$ cat src/rtl/mem_dma.sv
// Word-copy bus master on the picorv32 native memory interface: reads each
// source word, writes it to the destination, with a per-transaction timeout.
module mem_dma #(
  parameter int TIMEOUT   = 255,
  parameter int LEN_WIDTH = 16
) (
  input  logic                 clk,
  input  logic                 resetn,
  input  logic                 start,
  input  logic [31:0]          src_addr,
  input  logic [31:0]          dst_addr,
  input  logic [LEN_WIDTH-1:0] word_count,
  output logic                 busy,
  output logic                 done,
  output logic                 error,
  output logic [LEN_WIDTH-1:0] words_done,
  output logic                 mem_valid,
  input  logic                 mem_ready,
  output logic                 mem_instr,
  output logic [3:0]           mem_wstrb,
  output logic [31:0]          mem_wdata,
  output logic [31:0]          mem_addr,
  input  logic [31:0]          mem_rdata
);

  typedef enum logic [2:0] {S_IDLE, S_RD, S_RD_GAP, S_WR, S_WR_GAP, S_FIN} state_t;

  localparam logic [15:0] TO_LAST = 16'(TIMEOUT - 1);

  state_t                r_state, w_state;
  logic [31:0]           r_src, w_src, r_dst, w_dst;
  logic [LEN_WIDTH-1:0]  r_rem, w_rem, r_words, w_words;
  logic [31:0]           r_data, w_data, r_addr, w_addr;
  logic [15:0]           r_cnt, w_cnt;
  logic                  r_valid, w_valid, r_busy, w_busy, r_done, w_done, r_error, w_error;
  logic [3:0]            r_wstrb, w_wstrb;

  assign busy       = r_busy;
  assign done       = r_done;
  assign error      = r_error;
  assign words_done = r_words;
  assign mem_valid  = r_valid;
  assign mem_instr  = 1'b0;
  assign mem_wstrb  = r_wstrb;
  assign mem_wdata  = r_data;
  assign mem_addr   = r_addr;

  always_ff @(posedge clk or negedge resetn) begin
    if (!resetn) begin
      r_state <= S_IDLE;
      r_src   <= '0;
      r_dst   <= '0;
      r_rem   <= '0;
      r_words <= '0;
      r_data  <= '0;
      r_addr  <= '0;
      r_cnt   <= '0;
      r_valid <= 1'b0;
      r_busy  <= 1'b0;
      r_done  <= 1'b0;
      r_error <= 1'b0;
      r_wstrb <= '0;
    end else begin
      r_state <= w_state;
      r_src   <= w_src;
      r_dst   <= w_dst;
      r_rem   <= w_rem;
      r_words <= w_words;
      r_data  <= w_data;
      r_addr  <= w_addr;
      r_cnt   <= w_cnt;
      r_valid <= w_valid;
      r_busy  <= w_busy;
      r_done  <= w_done;
      r_error <= w_error;
      r_wstrb <= w_wstrb;
    end
  end

  // Next-state logic; every output is the registered image of these values.
  always_comb begin
    w_state = r_state;
    w_src   = r_src;
    w_dst   = r_dst;
    w_rem   = r_rem;
    w_words = r_words;
    w_data  = r_data;
    w_addr  = r_addr;
    w_cnt   = r_cnt;
    w_valid = r_valid;
    w_error = r_error;
    w_wstrb = r_wstrb;
    case (r_state)
      S_IDLE: begin
        if (start) begin
          w_src   = {src_addr[31:2], 2'b00};
          w_dst   = {dst_addr[31:2], 2'b00};
          w_rem   = word_count;
          w_words = '0;
          w_error = 1'b0;
          if (word_count == '0) begin
            w_state = S_FIN;
          end else begin
            w_state = S_RD;
            w_valid = 1'b1;
            w_addr  = {src_addr[31:2], 2'b00};
            w_wstrb = 4'h0;
            w_cnt   = '0;
          end
        end
      end
      S_RD, S_WR: begin
        if (mem_ready) begin
          w_valid = 1'b0;
          w_wstrb = 4'h0;
          if (r_state == S_RD) begin
            w_data  = mem_rdata;
            w_src   = r_src + 32'd4;
            w_state = S_RD_GAP;
          end else begin
            w_dst   = r_dst + 32'd4;
            w_words = r_words + LEN_WIDTH'(1);
            w_rem   = r_rem - LEN_WIDTH'(1);
            w_state = S_WR_GAP;
          end
        end else if (r_cnt == TO_LAST) begin
          w_valid = 1'b0;
          w_wstrb = 4'h0;
          w_error = 1'b1;
          w_state = S_FIN;
        end else begin
          w_cnt = r_cnt + 16'd1;
        end
      end
      S_RD_GAP: begin
        w_state = S_WR;
        w_valid = 1'b1;
        w_addr  = r_dst;
        w_wstrb = 4'hF;
        w_cnt   = '0;
      end
      S_WR_GAP: begin
        if (r_rem == '0) begin
          w_state = S_FIN;
        end else begin
          w_state = S_RD;
          w_valid = 1'b1;
          w_addr  = r_src;
          w_cnt   = '0;
        end
      end
      S_FIN:   w_state = S_IDLE;
      default: w_state = S_IDLE;
    endcase
    w_busy = (w_state == S_RD) || (w_state == S_RD_GAP) ||
             (w_state == S_WR) || (w_state == S_WR_GAP);
    w_done = (w_state == S_FIN);
  end

endmodule

$ cat config.mk
export PLATFORM = sky130hd
export DESIGN_NAME = mem_dma
export DESIGN_NICKNAME = d
export VERILOG_FILES = /design/src/rtl/mem_dma.sv
export SDC_FILE = /design/constraint.sdc
export NUM_CORES = 1
export LEC_CHECK = 0
export CORE_MARGIN = 3
export CORE_UTILIZATION = 52
export CTS_CLUSTER_SIZE = 10
export DETAILED_ROUTE_END_ITERATION = 10
export PLACE_DENSITY = 0.82
export SLEW_MARGIN = 20
export SYNTH_ARGS = -nofsm -noshare
export SYNTH_HDL_FRONTEND = slang
export SYNTH_SLANG_ARGS = --single-unit
$ cat constraint.sdc
create_clock -name clk -period 2.3 [get_ports clk]
set_input_delay 0.345 -clock clk [delete_from_list [all_inputs] [get_ports clk]]
set_output_delay 0.345 -clock clk [all_outputs]
set_load 0.01 [all_outputs]
==> flow_summary.yaml <==
finish:
  multi_input_area_mm2: 0.00466
  fill_cells: 1346
  nets: 1412
  finalNonFillerCells: 1529
  final-seq-area_mm2: 0.00448
  area_growth_pct: 34.7
  drive_gt1_frac: 0.127
placement:
  place.gp.congestion: 0.893
  placedCellCount: 1493
  dp_hpwl_mm: 20.0
  port-buffer-count: 199
die:
  dieHeight_um: 141
  die_w_um: 141
  core_area_mm2: 0.0176
  num_rows: 48
  dieArea_mm2: 0.0199
  boundaryPins: 205
  start_util: 0.539
job:
  cap_viol_max_count: 0
sta:
  finalCritPeriodShare: 0.955
  fin_crit_ns: 2.20
  slew_violations: 0
  rsz0062_at_grt: "false"
  whs_ns: 0.424
  hold_violations: 0
  max_slew_margin: 0.609
  skew_ns: 0.0121
  clock.fmax_mhz: 455
  setup_violations: 0
  tightest_slew_ns: 0.583
drt:
  wirelength_mm: 28.3
  drc_errors: 0
  num_vias: 9367
  drtAntennaViolNets: 0
  wl_per_cell_um: 18.5
  drt-initial-drc-count: 858
  firstDrtPassIters: 5
  viasPerCell: 6.13
pwr:
  switching_share: 0.404
  clock_power_share: 0.184
  cellPowerDensity_mw_per_mm2: 1300
  p_sw_mw: 6.73
  ir_worst_vdd_mv: 0.791
  p_leak_nw: 5.21
  intPower_mw: 9.91
  power_frac_seq: 0.344
  p_comb_frac: 0.473
worst_setup_path:
  slowest_stage: "or4_4"
  setup.worst_path.end: "r_dst[31]"
  r2r-start: "r_dst[10]"
  crit_start: "r_dst[10]"
  crit_fanout: 7
  r2r-end: "r_dst[31]"
  criticalPathCategory: "reg -> reg"
  end_kind: "flip-flop"
  critPathMaxStageDelay_ns: 0.62
  cp-start-kind: "flip-flop"
  reg2regPathDepth: 6
  path_buf_inv: 0
  cp.depth: 6
  crit_required_ns: 2.67
  path_delay_family: "simple AND/OR/NAND/NOR gates"
  crit_arrival_ns: 2.56
  ff2ff_setup_slack_ns: 0.10
  path_cells: "nand4_2 > or4_4 > nor2_8 > nand3_4 > or4b_1 > nand3_1"
clock_tree:
  clk_pin_slew_worst_paths_ns: 0.07
  cts_tree: "built"
  cts_num_sinks: 179
  clockBufferDepth: 2
  cts_made_buffers: 17
  clock_tree.root_cell: "clkbuf_16"
  worstSkewPairLatency_ns: 0.44
  htree_levels: 4
logic_synthesis:
  syn_nets: 1196
  async_flop_share: 1.00
  synth_seq_cells: 179
  syn_area_per_cell_um2: 8.84
  synth_enable_flop_cells: 0
  synth_ff_type: "dfrtp_1"
  synthCells: 1073
  ys_seq_area_frac: 0.472
  syn_area_mm2: 0.00948
  ys.warnings.count: 0
  yosysUniqueCellTypes: 67
status:
  outcome: "finished clean"
grt:
  antenna_found_initial: 3
  grt_first_pass_wirelength_mm: 45.9
  overflow: 0
  grt_max_degree: 66
  grt_pass1_vias: 8963
  track_usage: 0.285
worst_hold_path:
  hold_path_class: "in -> async"
==> power groups by stage <==
stage	clock, mW	combinational, mW	sequential [mW]
2_1_floorplan	0	4.40	5.72
3_3_place_gp	0	7.54	5.65
3_5_place_dp	0	7.76	5.72
4_1_cts	3.09	7.81	5.69
5_1_grt	3.21	8.64	5.90
6_report	3.06	7.86	5.72
==> Yosys cell counts (7+ instances only) <==
cell type | n | area (um^2)
nor4_1 | 13 | 81.3
inv_1 | 18 | 67.6
a2bb2oi_1 | 12 | 105
nand2_1 | 109 | 409
buf_1 | 9 | 33.8
a31oi_1 | 43 | 269
nor3_1 | 23 | 115
mux2_2 | 32 | 360
a21oi_1 | 115 | 576
nor2_1 | 120 | 450
buf_2 | 9 | 45.0
o22ai_1 | 22 | 138
and3_1 | 17 | 106
or3_1 | 19 | 119
o21ai_0 | 70 | 350
nand3_1 | 45 | 225
nand4_1 | 19 | 119
o22a_1 | 10 | 87.6
ha_1 | 7 | 87.6
a22oi_1 | 32 | 240
clkbuf_1 | 52 | 195
xor2_1 | 8 | 70.1
dfrtp_1 | 179 | 4480
==> timing repair <==
action,4_1_cts,5_1_grt
hold buffers,1,0
endpoints found under the setup margin,0,14
buffers inserted,0,1
resized for setup,0,6
endpoints found under the hold margin,52,0
==> worst min-delay path by stage <==
stage | from | end | slack, ns | cells past startpoint
after floorplan | resetn | busy | 0.05 | 0
after global placement | resetn | mem_wdata[4] | 0.34 | 1
after detailed placement | resetn | mem_wdata[2] | 0.34 | 1
after CTS | resetn | mem_wdata[2] | 0.45 | 2
after global routing | resetn | mem_wdata[2] | 0.48 | 2
final | resetn | mem_wdata[2] | 0.42 | 2
==> through the flow <==
stage	setup TNS, ns	area, um^2	utilization	total power, mW	setup slack [ns]
after detailed placement	-4.74	12100	0.688	13.5	-0.329
after floorplan	0	9480	-	10.1	0.251
after global routing	0	12800	0.726	17.8	0.00488
final	0	12800	0.726	16.6	0.103
after CTS	0	12700	0.724	16.6	0.0371
after global placement	-3.90	12100	0.688	13.2	-0.255
==> state kept, by name, indices dropped and copies added (netlist names) <==
signal / flops
mem_wdata: 32
r_dst: 30
done: 1
error: 1
mem_addr: 31
words_done: 16
r_rem: 16
mem_wstrb: 1
busy: 1
r_state: 3
r_src: 30
mem_valid: 1
r_cnt: 16
==> worst register-to-register path: stages, from the launching register on <==
cell     delay [ns]
dfrtp_1        0.46
nand4_2        0.14
or4_4          0.62
nor2_8         0.18
nand3_4        0.12
or4b_1         0.52
nand3_1        0.09
==> area by class of cell <==
cell class	count	share of cell area
Antenna cell	2	0.000392
Clock buffer	18	0.0344
Clock inverter	14	0.0139
Inverter	19	0.00558
Multi-Input combinational cell	798	0.365
Sequential cell	179	0.351
Tap cell	225	0.0220
Timing Repair Buffer	274	0.208
==> routing by layer <==
metal / wire length (um) / vias to the layer above / track usage
met2: 13700 / 462 / 0.460
met4: 713 / 2 / 0.101
met5: 13 / - / 0
met3: 2340 / 56 / 0.0512
li1: - / 4361 / -
met1: 11600 / 4486 / 0.388
==> cell usage in the layout (no fill, tap or decap), types with 13 or more instances in the layout <==
cell type | netlist | final
nor2_1 | 120 | 119
clkbuf_16 | 0 | 17
a22oi_1 | 32 | 32
mux2_2 | 32 | 32
o21ai_0 | 70 | 70
o22ai_1 | 22 | 22
nor4_1 | 13 | 13
buf_4 | 5 | 66
dfrtp_1 | 179 | 177
nand4_1 | 19 | 19
a21oi_1 | 115 | 115
clkdlybuf4s50_1 | 0 | 198
nor3_1 | 23 | 21
or3_1 | 19 | 19
nand3_1 | 45 | 45
inv_1 | 18 | 18
nand2_1 | 109 | 109
and3_1 | 17 | 17
a31oi_1 | 43 | 43
==> cells by family (layout without fill, tap and decap cells) <==
kind of cell | count (synthesis) | after routing | share of synthesized area
fa+ha+maj | 7 | 7 | 0.00924
simple gates | 404 | 404 | 0.207
other cells | 1 | 3 | 0.000396
buf+inv | 96 | 325 | 0.0428
flops | 179 | 179 | 0.472
mux | 34 | 34 | 0.0401
compound gates | 341 | 341 | 0.218
xor+xnor | 11 | 11 | 0.0102
No activity file was read; power rests on OpenSTA's default activity.
